$ cat src/rtl/avsdsar_ctrl.sv
// Successive-approximation ADC controller: drives a resistor-string DAC trial code and
// resolves one bit per trial from a synchronised comparator. Optional `SAR_CONT_EN adds CONT.
module avsdsar_ctrl #(
  parameter int WIDTH         = 10,
  parameter int SAMPLE_CYCLES = 4,
  parameter int SETTLE_CYCLES = 3,
  parameter int SYNC_STAGES   = 2
) (
  input  logic             CLK,
  input  logic             reset,
  input  logic             start,
  input  logic             CMP,
  output logic [WIDTH-1:0] DAC_D,
  output logic             SAMPLE,
  output logic             busy,
  output logic             done,
  output logic [WIDTH-1:0] DATA
`ifdef SAR_CONT_EN
  ,
  input  logic             CONT
`endif
);

  localparam int CNT_MAX = (SAMPLE_CYCLES > SETTLE_CYCLES) ? SAMPLE_CYCLES : SETTLE_CYCLES;
  localparam int CNT_W   = (CNT_MAX > 1) ? $clog2(CNT_MAX) : 1;
  localparam int BIT_W   = $clog2(WIDTH);
  localparam logic [WIDTH-1:0] ONE = {{(WIDTH-1){1'b0}}, 1'b1};
  localparam logic [WIDTH-1:0] TOP = ONE << (WIDTH-1);

  typedef enum logic [1:0] {S_IDLE, S_SAMPLE, S_TRIAL, S_DONE} state_e;

  state_e             state_q;
  logic [CNT_W-1:0]   cnt_q;
  logic [BIT_W-1:0]   bit_q;
  logic [WIDTH-1:0]   work_q;
  logic [WIDTH-1:0]   dac_q;
  logic [WIDTH-1:0]   data_q;
  logic               sample_q;
  logic               busy_q;
  logic               done_q;
  logic [SYNC_STAGES-1:0] sync_q;

  logic               cmp_s;
  logic               cont_w;
  logic [WIDTH-1:0]   work_d;
  logic [BIT_W-1:0]   bit_d;

`ifdef SAR_CONT_EN
  assign cont_w = CONT;
`else
  assign cont_w = 1'b0;
`endif

  // Comparator is asynchronous to CLK; only the last synchroniser stage is ever used.
  always_ff @(posedge CLK or posedge reset) begin
    if (reset) sync_q <= '0;
    else       sync_q <= {sync_q[SYNC_STAGES-2:0], CMP};
  end
  assign cmp_s = sync_q[SYNC_STAGES-1];

  always_comb begin
    work_d        = work_q;
    work_d[bit_q] = cmp_s;
    bit_d         = bit_q - BIT_W'(1);
  end

  always_ff @(posedge CLK or posedge reset) begin
    if (reset) begin
      state_q  <= S_IDLE;
      cnt_q    <= '0;
      bit_q    <= '0;
      work_q   <= '0;
      dac_q    <= '0;
      data_q   <= '0;
      sample_q <= 1'b0;
      busy_q   <= 1'b0;
      done_q   <= 1'b0;
    end else begin
      done_q <= 1'b0;
      case (state_q)
        S_IDLE: begin
          dac_q <= '0;
          if (start) begin
            state_q  <= S_SAMPLE;
            cnt_q    <= '0;
            sample_q <= 1'b1;
            busy_q   <= 1'b1;
          end
        end
        S_SAMPLE: begin
          if (cnt_q == CNT_W'(SAMPLE_CYCLES-1)) begin
            state_q  <= S_TRIAL;
            cnt_q    <= '0;
            sample_q <= 1'b0;
            work_q   <= '0;
            bit_q    <= BIT_W'(WIDTH-1);
            dac_q    <= TOP;
          end else begin
            cnt_q <= cnt_q + CNT_W'(1);
          end
        end
        S_TRIAL: begin
          // Lower bits of work are still 0 here, so the next trial only adds one bit.
          if (cnt_q == CNT_W'(SETTLE_CYCLES-1)) begin
            cnt_q  <= '0;
            work_q <= work_d;
            if (bit_q == '0) begin
              state_q <= S_DONE;
              busy_q  <= 1'b0;
              dac_q   <= '0;
            end else begin
              bit_q <= bit_d;
              dac_q <= work_d | (ONE << bit_d);
            end
          end else begin
            cnt_q <= cnt_q + CNT_W'(1);
          end
        end
        S_DONE: begin
          data_q <= work_q;
          done_q <= 1'b1;
          dac_q  <= '0;
          if (cont_w) begin
            state_q  <= S_SAMPLE;
            cnt_q    <= '0;
            sample_q <= 1'b1;
            busy_q   <= 1'b1;
          end else begin
            state_q <= S_IDLE;
          end
        end
        default: state_q <= S_IDLE;
      endcase
    end
  end

  assign DAC_D  = dac_q;
  assign SAMPLE = sample_q;
  assign busy   = busy_q;
  assign done   = done_q;
  assign DATA   = data_q;

endmodule

$ cat config.mk
export PLATFORM = sky130hd
export DESIGN_NAME = avsdsar_ctrl
export DESIGN_NICKNAME = d
export VERILOG_FILES = /design/src/rtl/avsdsar_ctrl.sv
export SDC_FILE = /design/constraint.sdc
export NUM_CORES = 1
export LEC_CHECK = 0
export BUFFER_PORTS_ARGS = -buffer_cell sky130_fd_sc_hd__buf_4
export CORE_MARGIN = 1
export CORE_UTILIZATION = 45
export DETAILED_ROUTE_END_ITERATION = 8
export GPL_TIMING_DRIVEN = 1
export PLACE_DENSITY = 0.67
export SLEW_MARGIN = 20
export SYNTH_ARGS = -nofsm -noshare
export SYNTH_HDL_FRONTEND = slang
export SYNTH_SLANG_ARGS = --single-unit
$ cat constraint.sdc
create_clock -name CLK -period 1.9 [get_ports CLK]
set_clock_uncertainty 0.1 [all_clocks]
set_input_delay 0.19 -clock CLK [delete_from_list [all_inputs] [get_ports CLK]]
set_output_delay 0.19 -clock CLK [all_outputs]
set_load 0.01 [all_outputs]
* Yosys cells after proc, flatten, opt, wreduce, memory -nomap -nowiden
Index checks and enable logic that the tools add are counted.
** Storage, ports and cells
- Register bits :: 43
- Input port bits :: 4
- Logic and storage cells :: 71
** Cells by class
- $add $sub $neg :: 2
- Magnitude comparators :: 2
- Eq/ne operators :: 10
- Shift-type cells :: 1
- Multiplexer cells :: 30
- Bitwise operators :: 2
- Reductions and logical operators :: 14
** Operators by type and width (number)
- two-way mux 10 bit :: 5
- one-hot mux 10 bit (3 select lines) :: 1
- one-hot mux 10 bit (2 select lines) :: 1
- two-way mux 2 bit :: 7
- two-way mux 4 bit :: 3
- AND reduction 4 bit :: 3
- bitwise mux 10 bit :: 1
- != test 2 bit, second input constant :: 5
- OR 10 bit :: 1
- << shifter 1 x 4 -> 10 bit, first input constant :: 1
- equality test 2 bit, second input constant :: 4
- one-hot mux 2 bit (4 select lines) :: 1
- one-hot mux 4 bit (2 select lines) :: 1
- two-way mux 1 bit :: 6
- one-hot mux 2 bit (3 select lines) :: 1
- AND reduction 3 bit :: 2
- nonzero test 2 bit :: 3
- < comparator 4 x 5 -> 1 bit, second input constant :: 1
- demux 1 bit (select 4 bit) :: 1
- greater-or-equal comparator 4 x 1 -> 1 bit, second input constant :: 1
- logical NOT 4 bit :: 1
- one-hot mux 1 bit (2 select lines) :: 2
- AND reduction 2 bit :: 2
- subtractor 4 x 1 -> 4 bit, second input constant :: 1
- other kinds (6) :: 6

* Depth between registers and ports, before layout
Gate-level depths: netlist (run 1).
- Depth in word-level cells :: 9
- Depth in mapped cells :: 7
- Gate-level depth less buffers :: 6

* Worst setup path after synthesis (run 1)
OpenSTA, ideal clock, no wires.
- Path kind :: reg2reg
- Start :: reg bit_q[0]
- End :: reg bit_q[0]
- Library setup time :: 125 ps
- Data arrival time :: 1719 ps
- Slack :: -44 ps
- Stages on the path, launching flop included :: 6
- Period minus slack after synthesis :: 1944 ps
- Cells stage by stage :: dfrtp_1 > inv_1 > ha_1 > nor3b_4 > or3_2 > mux2_2
** On the way
- Longest elaborated chain between the ends :: 4
- Elaborated cells between the ends (all ways) :: 7
- Those cells by class :: 1 x add/sub; 1 x eq/ne; 3 x mux; 2 x reduce/logical
** Ends and longest elaborated chain
- from (decl) :: RTL line 34 : logic [BIT_W-1:0] bit_q;
- from (signal assigned) :: RTL line 96 : bit_q <= BIT_W'(WIDTH-1);
- from (signal assigned) :: RTL line 112 : bit_q <= bit_d;
- subtractor 4 x 1 -> 4 bit :: RTL line 64 : bit_d = bit_q - BIT_W'(1);
- two-way mux 4 bit :: RTL line 107 : if (bit_q == '0) begin
- two-way mux 4 bit :: RTL line 104 : if (cnt_q == CNT_W'(SETTLE_CYCLES-1)) begin
- one-hot mux 4 bit (2 select lines) :: RTL line 80 : case (state_q)
Several ways; a longest one is shown, not always the timed one. The select of a mux whose other input is x is not followed.
A chain may end at the register's enable or synchronous reset.

* Final worst setup path (run 1)
- Start :: reg bit_q[0]
- End :: reg dac_q[0] (netlist: DAC_D[0])
** On the way
- Longest elaborated chain between the ends :: 9
- Elaborated cells between the ends (all ways) :: 13
- Those cells by class :: 1 x add/sub; 2 x order compare; 1 x shift; 6 x mux; 1 x bitwise; 2 x reduce/logical
** Ends and longest elaborated chain
- < comparator 4 x 5 -> 1 bit (implied by the code) / greater-or-equal comparator 4 x 1 -> 1 bit (equally long branches) :: RTL line 63 : work_d[bit_q] = cmp_s;
- logical AND 1 bit (implied by the code) :: RTL line 63
- two-way mux 1 bit (implied by the code) :: RTL line 63
- demux 1 bit (select 4 bit) :: RTL line 63
- bitwise mux 10 bit :: RTL line 63
- OR 10 bit :: RTL line 113 : dac_q <= work_d | (ONE << bit_d);
- two-way mux 10 bit * :: RTL line 107
- two-way mux 10 bit * :: RTL line 104
- one-hot mux 10 bit (3 select lines) * :: RTL line 80
- to (signal assigned) :: RTL line 113
- to (decl) :: RTL line 36 : logic [WIDTH-1:0] dac_q;
Every way passes the cells marked *; elsewhere a longest branch is shown, timed or not. The select of a mux whose other input is x is not followed.

==> metrics, run 1 <==
status=finished clean; first-pass GRT wire length=about 8500 um; actual slew at the worst max-slew pin=0.4411 ns; die area=~5300 um^2; clock latency on the worst-skew pair=0.30 ns; grt total ovfl=0; antenna cells=0; Die Height=72.63 um; core box area=4755 um^2; GRT Total Usage=21.41%; IO Port Bufs=26; largest net degree at the start of global routing=23; Crit path arrival time=between 1.5 and 2 ns; Cell Area, Synth=between 2000 and 2500 um^2; CP startpoint kind=register; Routed WL per cell=about 16 um; Pint=about 0.0019 W; synthesized instance count=approximately 210; Routed WL=~5300 um; Psw=around 0.0012 W; sequential share of power=33.8%; worst slack at placement=-0.04397 ns; Critical Path End Type=register; commonest non-fill, non-tap cell in the layout=buf_4; most frequent cells in the layout=buf_4, dfrtp_1, nand2_1, o21ai_0; initial drt markers=between 90 and 100; Hold Path Class=in2reg; RD Place Congestion=around 0.94; syn_nets=around 230; Die Wd=72.63 um; vias=~1800; fillers=393; Post-Syn Area per Cell=approximately 11 um^2; I/O pin count=27; vias in the first global route=between 1500 and 2000; clk buf depth=2; sw frac=approximately two fifths; Tmin final=roughly 1.9 ns; nets@finish=a little under 300; Inserted Clock Buffers=5; Area Growth Syn to Fin=31.88%; DRT Pass-1 Iters=4; Fmax achieved=534.6 MHz; Root Driver=clkbuf_8; clk slew on worst S/H paths=~0.080 ns; final worst setup slack=slightly below 0.03 ns; required time of the critical path=approximately 2.0 ns; CP Max Fanout=7; H-tree Lvls=2; Final Hold Vio Count=0; Post-route DRC=0; Final ANT Viol Nets=0; CTS tree=done; PwrDens=approximately 1100 nW/um^2; register area share after synthesis=between 40% and 50%; Max Cap Violations=0; combinational fraction of design power=a little under half; Initial Utilization=~47%; Yosys Warn Count=0; via/cell ratio=between 5 and 6; Peak VDD IR=0.0008257 V; clk sinks=43; Detail Placement HPWL=3784 um; fin crit share=around 98%; RSZ-0062 raised after global routing=true; post-synth cell types=40; flops & latches, synth=43; share of post-route cells with drive strength above 1=approximately two fifths; Clk pwr share=around a fifth; Slew Limit Headroom=about 70%; Leak=1.378 nW; Critical Setup Path Class=reg2reg; Slew Viols, Final=0; TNS Setup=0 ns; final setup fails=0; antenna violations before repair=0; Cell Rows=25
==> critical path: stages, from the launching register on <==
cell	delay, ns
dfrtp_2	0.39
inv_4	0.05
ha_4	0.15
nor3b_4	0.16
buf_12	0.15
nor3_4	0.23
or2b_4	0.36
o221ai_2	0.19
==> path summary, 6_finish.rpt <==
check	start	endpoint	slack (ns)	cells after the start
setup / recovery	bit_q[0]	DAC_D[0]	0.03	7
hold / removal	start	busy	0.1	3
setup reg to reg	bit_q[0]	DAC_D[0]	0.03	7
hold reg to reg	sync_q[0]	sync_q[1]	0.25	0
max in group asynchronous	reset	cnt_q[0]	0.96	4
min in group asynchronous	reset	DATA[3]	0.26	3
==> through the flow <==
step | utilization, % | std cells | power, W | instance area [um^2] | hold slack [ns]
4_1_cts | 59.11 | 333 | 0.003029 | 2810 | 0.09266
2_1_floorplan | - | 213 | 0.001866 | 2246 | 0.1214
5_1_grt | 62.26 | 338 | 0.003360 | 2960 | 0.1376
3_3_place_gp | 56.24 | 322 | 0.002398 | 2674 | 0.03896
6_report | 62.26 | 338 | 0.003155 | 2960 | 0.09693
3_5_place_dp | 56.24 | 322 | 0.002416 | 2674 | 0.03899
==> flip-flops by register name, indices dropped and copies added, names as in the netlist <==
name,flops
bit_q,4
DAC_D,10
busy,1
state_q,2
work_q,10
DATA,10
cnt_q,2
done,1
sync_q,2
SAMPLE,1
==> final cells by class <==
class	instances	area [um^2]	area share [%]
Multi-Input combinational cell	153	1211	40.91
Sequential cell	43	1079	36.43
Timing Repair Buffer	57	461.7	15.60
Tap cell	67	83.83	2.832
Clock buffer	6	72.57	2.451
Inverter	10	40.04	1.352
Clock inverter	2	12.51	0.4227
==> per-layer routing <==
metal  GRT usage [%]  vias up  wire length (um)
met5               0        -                 0
met3           4.972       12               194
met4           7.407        0               125
li1                -      875                 -
met2           32.71       41              2499
met1           30.01      890              2522
==> synth_stat cells <==
library cell  count  share of area [%]
a21oi_1           3               0.67
a221o_1           1               0.45
a22o_1            2               0.78
a22oi_1           4                1.3
a2bb2oi_1         1               0.39
a32oi_1           2               0.78
and3b_1           1               0.39
buf_2             2               0.45
buf_6             1               0.50
clkbuf_1          4               0.67
dfrtp_1          43                 48
ha_1             16                8.9
inv_1            10                1.7
mux2_2           12                6.0
mux2i_1           9                4.0
nand2_1          38                6.4
nand2b_1          6                1.7
nand3_1           2               0.45
nand3b_1          1               0.33
nor2_1            6                1.0
nor2b_1           3               0.84
nor3_1            2               0.45
nor3_2            1               0.45
nor3b_1           1               0.33
nor3b_4           1               0.84
nor4_1            1               0.28
nor4_2            1               0.56
o2111a_1          1               0.50
o211ai_1          1               0.33
o21ai_0          21                4.7
o221ai_1          7                2.7
o22ai_1           1               0.28
o2bb2ai_1         1               0.39
o311ai_0          1               0.39
o32a_1            1               0.45
or2_2             1               0.28
or2b_1            1               0.33
or2b_4            1               0.50
or3_1             1               0.28
or3_2             1               0.33
==> repair_timing <==
| action | CTS | global route |
|---|---|---|
| resized for setup | 6 | 27 |
| hold buffers | 2 | 0 |
| endpoints found under the setup margin | 7 | 23 |
| setup buffers | 1 | 5 |
| endpoints found under the hold margin | 31 | 0 |
| pin swaps | 1 | 10 |
==> kinds of logic after synthesis <==
group	after synthesis	synth area share, %
compound gates	47	14.16
fa+ha+maj	16	8.919
simple gates	69	15.66
buf+inv	17	3.289
mux	21	10.03
flops	43	47.94
==> power groups by stage <==
stage | Combinational (W) | Clock [W] | Sequential, W
4_1_cts | 0.00138 | 0.000591 | 0.00106
3_3_place_gp | 0.00133 | 0 | 0.00107
2_1_floorplan | 0.000781 | 0 | 0.00109
6_report | 0.00150 | 0.000586 | 0.00107
5_1_grt | 0.00164 | 0.000641 | 0.00108
3_5_place_dp | 0.00134 | 0 | 0.00108
Note: power is estimated with default switching activity, not from simulation.
==> run 2, diff against run 1 <==
--- a/config.mk
+++ b/config.mk
@@ -11,6 +11,7 @@
 export DETAILED_ROUTE_END_ITERATION = 8
 export GPL_TIMING_DRIVEN = 1
 export PLACE_DENSITY = 0.67
+export RECOVER_POWER = 100
 export SLEW_MARGIN = 20
 export SYNTH_ARGS = -nofsm -noshare
 export SYNTH_HDL_FRONTEND = slang
==> metrics, run 2 (synthesis gave the netlist of run 1 again) <==
Hold Path Class=in2reg; Area Growth Syn to Fin=27.54%; first-pass GRT wire length=about 8500 um; die area=about 5300 um^2; CP Buf/Inv Count=2; most frequent cells in the layout=dfrtp_1, nand2_1, clkbuf_1, buf_4, o21ai_0; CP startpoint kind=register; Fmax achieved=around 530 MHz; Crit path arrival time=approximately 2.0 ns; commonest non-fill, non-tap cell in the layout=dfrtp_1; clock latency on the worst-skew pair=around 0.30 ns; hold_sp=start; grt total ovfl=0; Leak=1.272 nW; largest net degree at the start of global routing=23; Detail Placement HPWL=around 3800 um; Initial Utilization=about 47%; Peak VDD IR=about 0.0008 V; I/O pin count=27; Routed WL=5339 um; DRT Pass-1 Iters=4; Post-DP Area=around 2700 um^2; Root Driver=clkbuf_8; Final ANT Viol Nets=0; Hold WS=between 0.09 and 0.1 ns; nets@finish=a little under 300; Worst R2R Start=bit_q[0]; fillers=428; Cell Rows=25; final worst setup slack=0.02106 ns; CP delay by family, top=simple AND/OR/NAND/NOR gates; critical-path cell list=inv_4 > ha_4 > nor3b_4 > buf_12 > nor3_4 > or2b_4 > o221ai_2; clk buf depth=2; IO Port Bufs=26; Final Hold Vio Count=0; antenna violations before repair=0; Final Cell Area=around 2900 um^2; share of post-route cells with drive strength above 1=between 20% and 30%; Inserted Clock Buffers=5; core box area=between 4000 and 5000 um^2; Max Cap Violations=0; vias in the first global route=1724; Routed WL per cell=between 15 and 20 um; PnR Total Power=about 0.0031 W; actual slew at the worst max-slew pin=a little over 0.7 ns; Critical Path End Type=register; required time of the critical path=2.02 ns; Slew Viols, Final=0; Die Height=a little over 70 um; Critical Path Max Stage Delay=between 0.3 and 0.4 ns; Slew Limit Headroom=51.91%; Critical Setup Path Class=reg2reg; CP max stage cell=dfrtp_2; status=finished clean; CTS tree=done; H-tree Lvls=2; final setup fails=0; Post-route DRC=0; clk slew on worst S/H paths=around 0.080 ns; worst slack at placement=-0.04397 ns; clk sinks=43; antenna cells=0; RD Place Congestion=between 0.9 and 1; GRT Total Usage=between 20% and 30%; Tmin final=around 1.9 ns; CP Max Fanout=7; fin crit share=a little over nine tenths; Die Wd=between 70 and 80 um; RSZ-0062 raised after global routing=true; PwrDens=about 1100 nW/um^2; initial drt markers=between 100 and 150; vias=1816; crit path from=bit_q[0]; via/cell ratio=~5.4
[run 2: timing repair]
item	in CTS	in global routing
pin swaps	1	10
resized for setup	6	27
hold buffers	2	0
endpoints found under the setup margin	7	23
hold endpoints to repair	31	0
buffers inserted	1	5
[run 2: worst min-delay path: stages]
cell     delay (ns)
buf_4          0.09
a21oi_1        0.05
o21ai_0        0.13
[run 2: final timing paths]
check,endpoint,slack (ns),cells past startpoint
min,busy,0.09,3
min reg2reg,sync_q[1],0.25,0
min in group asynchronous,DATA[3],0.26,3
max reg2reg,DAC_D[0],0.02,7
max in group asynchronous,cnt_q[0],0.51,4
max,DAC_D[0],0.02,7
[run 2: final cells by class]
class	instances	area, um^2	area share, %
Inverter	10	40.04	1.399
Multi-Input combinational cell	153	1211	42.31
Clock inverter	2	12.51	0.4371
Sequential cell	43	1079	37.67
Tap cell	67	83.83	2.928
Timing Repair Buffer	57	364.1	12.72
Clock buffer	6	72.57	2.535
[run 2: through the flow]
step                      util (%)  TNS [ns]  std cells
final                        60.21         0        338
after global routing         60.21   -0.2964        338
after CTS                    59.11         0        333
after detailed placement     56.24  -0.08890        322
after global placement       56.24         0        322
after floorplan                  -         0        213
[run 2: per-layer routing]
| layer | GRT usage [%] | up-vias | part of all wire (%) |
|---|---|---|---|
| met5 | 0 | - | 0 |
| met4 | 7.407 | 0 | 2.4 |
| met3 | 4.972 | 14 | 3.5 |
| met2 | 32.71 | 39 | 46 |
| met1 | 30.01 | 887 | 48 |
| li1 | - | 876 | - |
[run 2: power by group]
| part | switching [W] | total [W] | internal, W |
|---|---|---|---|
| logic | 0.000835 | 0.00146 | 0.000628 |
| registers | 0.0000703 | 0.00107 | 0.000996 |
| clock network | 0.000333 | 0.000590 | 0.000257 |
==> run 3, diff against run 2 <==
--- a/config.mk
+++ b/config.mk
@@ -5,13 +5,16 @@
 export SDC_FILE = /design/constraint.sdc
 export NUM_CORES = 1
 export LEC_CHECK = 0
+export ABC_AREA = 1
 export BUFFER_PORTS_ARGS = -buffer_cell sky130_fd_sc_hd__buf_4
+export CAP_MARGIN = 20
 export CORE_MARGIN = 1
 export CORE_UTILIZATION = 45
 export DETAILED_ROUTE_END_ITERATION = 8
 export GPL_TIMING_DRIVEN = 1
 export PLACE_DENSITY = 0.67
 export RECOVER_POWER = 100
+export SETUP_SLACK_MARGIN = 0.2
 export SLEW_MARGIN = 20
 export SYNTH_ARGS = -nofsm -noshare
 export SYNTH_HDL_FRONTEND = slang
==> metrics, run 3 <==
Worst R2R Start=state_q[0]; largest net degree at the start of global routing=22; fin crit share=between 80% and 90%; Routed WL per cell=13.34 um; grt total ovfl=0; status=finished clean; Slew Viols, Final=0; Cell Area, Synth=between 2000 and 2500 um^2; clk sinks=43; CP max stage cell=dfrtp_1; worst slack at placement=0.1349 ns; Critical Setup Path Class=reg2reg; clk buf depth=2; Synth async-reset ratio=100.0%; Leak=between 1 and 1.5 nW; Root Driver=clkbuf_8; Worst Hold Path EP=SAMPLE; clk slew on worst S/H paths=around 0.08 ns; vias=between 1500 and 2000; antenna violations before repair=0; GRT Total Usage=a little over a fifth; syn_nets=around 280; hold depth=3; final core utilization=57.05%; Cell Rows=25; Peak VDD IR=0.001048 V; number of synthesized flops with an enable pin=0; antenna cells=0; fillers=between 400 and 500; Final ANT Viol Nets=0; Die Wd=72.37 um; Hold WS=about 0.062 ns; synthesized instance count=roughly 260; Slew Limit Headroom=between 60% and 70%; CP delay by family, top=simple AND/OR/NAND/NOR gates; Post-route DRC=0; TNS Setup=0 ns; share of post-route cells with drive strength above 1=approximately a fifth; Tmin final=about 1.7 ns; vias in the first global route=approximately 1700; clock latency on the worst-skew pair=0.30 ns; final setup fails=0; Initial Utilization=a little under half; RSZ-0062 raised after global routing=true; CP Buf/Inv Count=3; most frequent cells in the layout=nand2_1, dfrtp_1, clkbuf_1, inv_1, nor2_1; Die Height=72.37 um; first-pass GRT wire length=~8200 um; I/O pin count=27; Final Hold Vio Count=0; Max Cap Violations=0; RR Endpoint=DAC_D[8]; Critical Path Max Stage Delay=roughly 0.46 ns; flops & latches, synth=43; CTS tree=done; commonest non-fill, non-tap cell in the layout=nand2_1; RD Place Congestion=0.9216; actual slew at the worst max-slew pin=0.5298 ns; post-synth cell types=27; Post-Syn Area per Cell=between 8 and 9 um^2; area leader, netlist=dfrtp_1; Critical Path End Type=register; Detail Placement HPWL=about 3400 um; hold_sp=start; commonest cells in the netlist=nand2_1, dfrtp_1, inv_1; Inserted Clock Buffers=5; CP Max Fanout=8; PnR Total Power=between 0.005 and 0.006 W; Hold Path Class=in2reg; r2r setup slk=0.19 ns; prevailing post-synth register cell=dfrtp_1; Yosys top cell area share=roughly half; required time of the critical path=about 2 ns; Yosys Warn Count=0; initial drt markers=87; CP startpoint kind=register; Routed WL=around 5000 um; DRT Pass-1 Iters=4; most frequent cell after synthesis=nand2_1; final worst setup slack=roughly 0.19 ns; PwrDens=between 1500 and 2000 nW/um^2; Area Growth Syn to Fin=21.73%; nets@finish=between 300 and 400; largest cells by area after synthesis=dfrtp_1, nand2_1, ha_1; IO Port Bufs=26; via/cell ratio=4.946; Fmax achieved=~590 MHz; H-tree Lvls=2; core box area=4755 um^2; die area=around 5200 um^2; register area share after synthesis=48.29%; worst reg2reg path depth=11; critical-path cell list=inv_1 > ha_4 > nand2_4 > nand2_4 > inv_4 > nand2_8 > nor2_4 > inv_4 > nor2_8 > nand2_1 > nand2_1; Crit path arrival time=around 1.9 ns
## run 3: cell count changes in the layout (fill, tap and decap cells not counted), sizes merged, moves of 9 or more
| cell | change |
|---|---|
| mux2i | -9 |
| nand2 | +30 |
| o22ai | +11 |
| inv | +25 |
| nor2 | +17 |
| mux2 | -12 |
| buf | -10 |
| a21oi | +13 |
## run 3: how the worst max path moves through the flow
stage | slack, ns | endpoint | from | cells after the start
after CTS | 0.21 | bit_q[3] | state_q[0] | 8
final | 0.19 | DAC_D[8] | state_q[0] | 11
after global placement | 0.15 | work_q[6] | state_q[0] | 7
after global routing | 0.07 | DAC_D[8] | state_q[0] | 11
after floorplan | 0.34 | work_q[3] | state_q[0] | 11
after detailed placement | 0.13 | DAC_D[8] | bit_q[0] | 7
## run 3: timing repair
action                                  in CTS  in global routing
endpoints found under the hold margin       14                  0
cloned                                       1                  0
buffers inserted                             5                  5
endpoints found under the setup margin      26                 27
gates resized for setup                     11                 27
pin swaps                                    2                  9
hold buffers                                 2                  0
## run 3: per-stage QoR
| step | cells | cell area, um^2 |
|---|---|---|
| 3_5_place_dp | 352 | 2516 |
| 6_report | 373 | 2713 |
| 5_1_grt | 373 | 2713 |
| 4_1_cts | 368 | 2700 |
| 2_1_floorplan | 259 | 2228 |
| 3_3_place_gp | 352 | 2516 |
## run 3: tightest hold or removal path, cell delays in order
cell and delay, ns:
buf_4 0.11, nand3_1 0.07, a32oi_1 0.05
## run 3: area by class of cell
cell class / instances / area [um^2] / share of cell area [%]
Inverter: 35 / 138.9 / 5.120
Multi-Input combinational cell: 173 / 1055 / 38.88
Clock inverter: 1 / 5.005 / 0.1845
Tap cell: 67 / 83.83 / 3.090
Clock buffer: 7 / 76.32 / 2.814
Timing Repair Buffer: 47 / 276.5 / 10.19
Sequential cell: 43 / 1077 / 39.71
## run 3: logic make-up after synthesis
kind of cell,synth area share [%]
and+or+nand+nor,20.94
AOI/OAI and AO/OA,13.53
buffers and inverters,8.254
DFF,48.29
adders and majority gates,8.984
## run 3: power by group
group	internal (W)	leakage, nW	switching, W
Combinational	0.00116	0.727	0.00186
Clock	0.000258	0.0422	0.000307
Sequential	0.00130	0.546	0.000247
Total	0.00272	1.31	0.00242
## run 3: per-layer routing
metal | global-route usage (%) | vias up | part of all wire [%]
li1 | - | 927 | -
met2 | 36.66 | 43 | 50
met3 | 4.583 | 18 | 3.2
met1 | 25.36 | 857 | 43
met4 | 9.586 | 0 | 3.9
met5 | 0 | - | 0
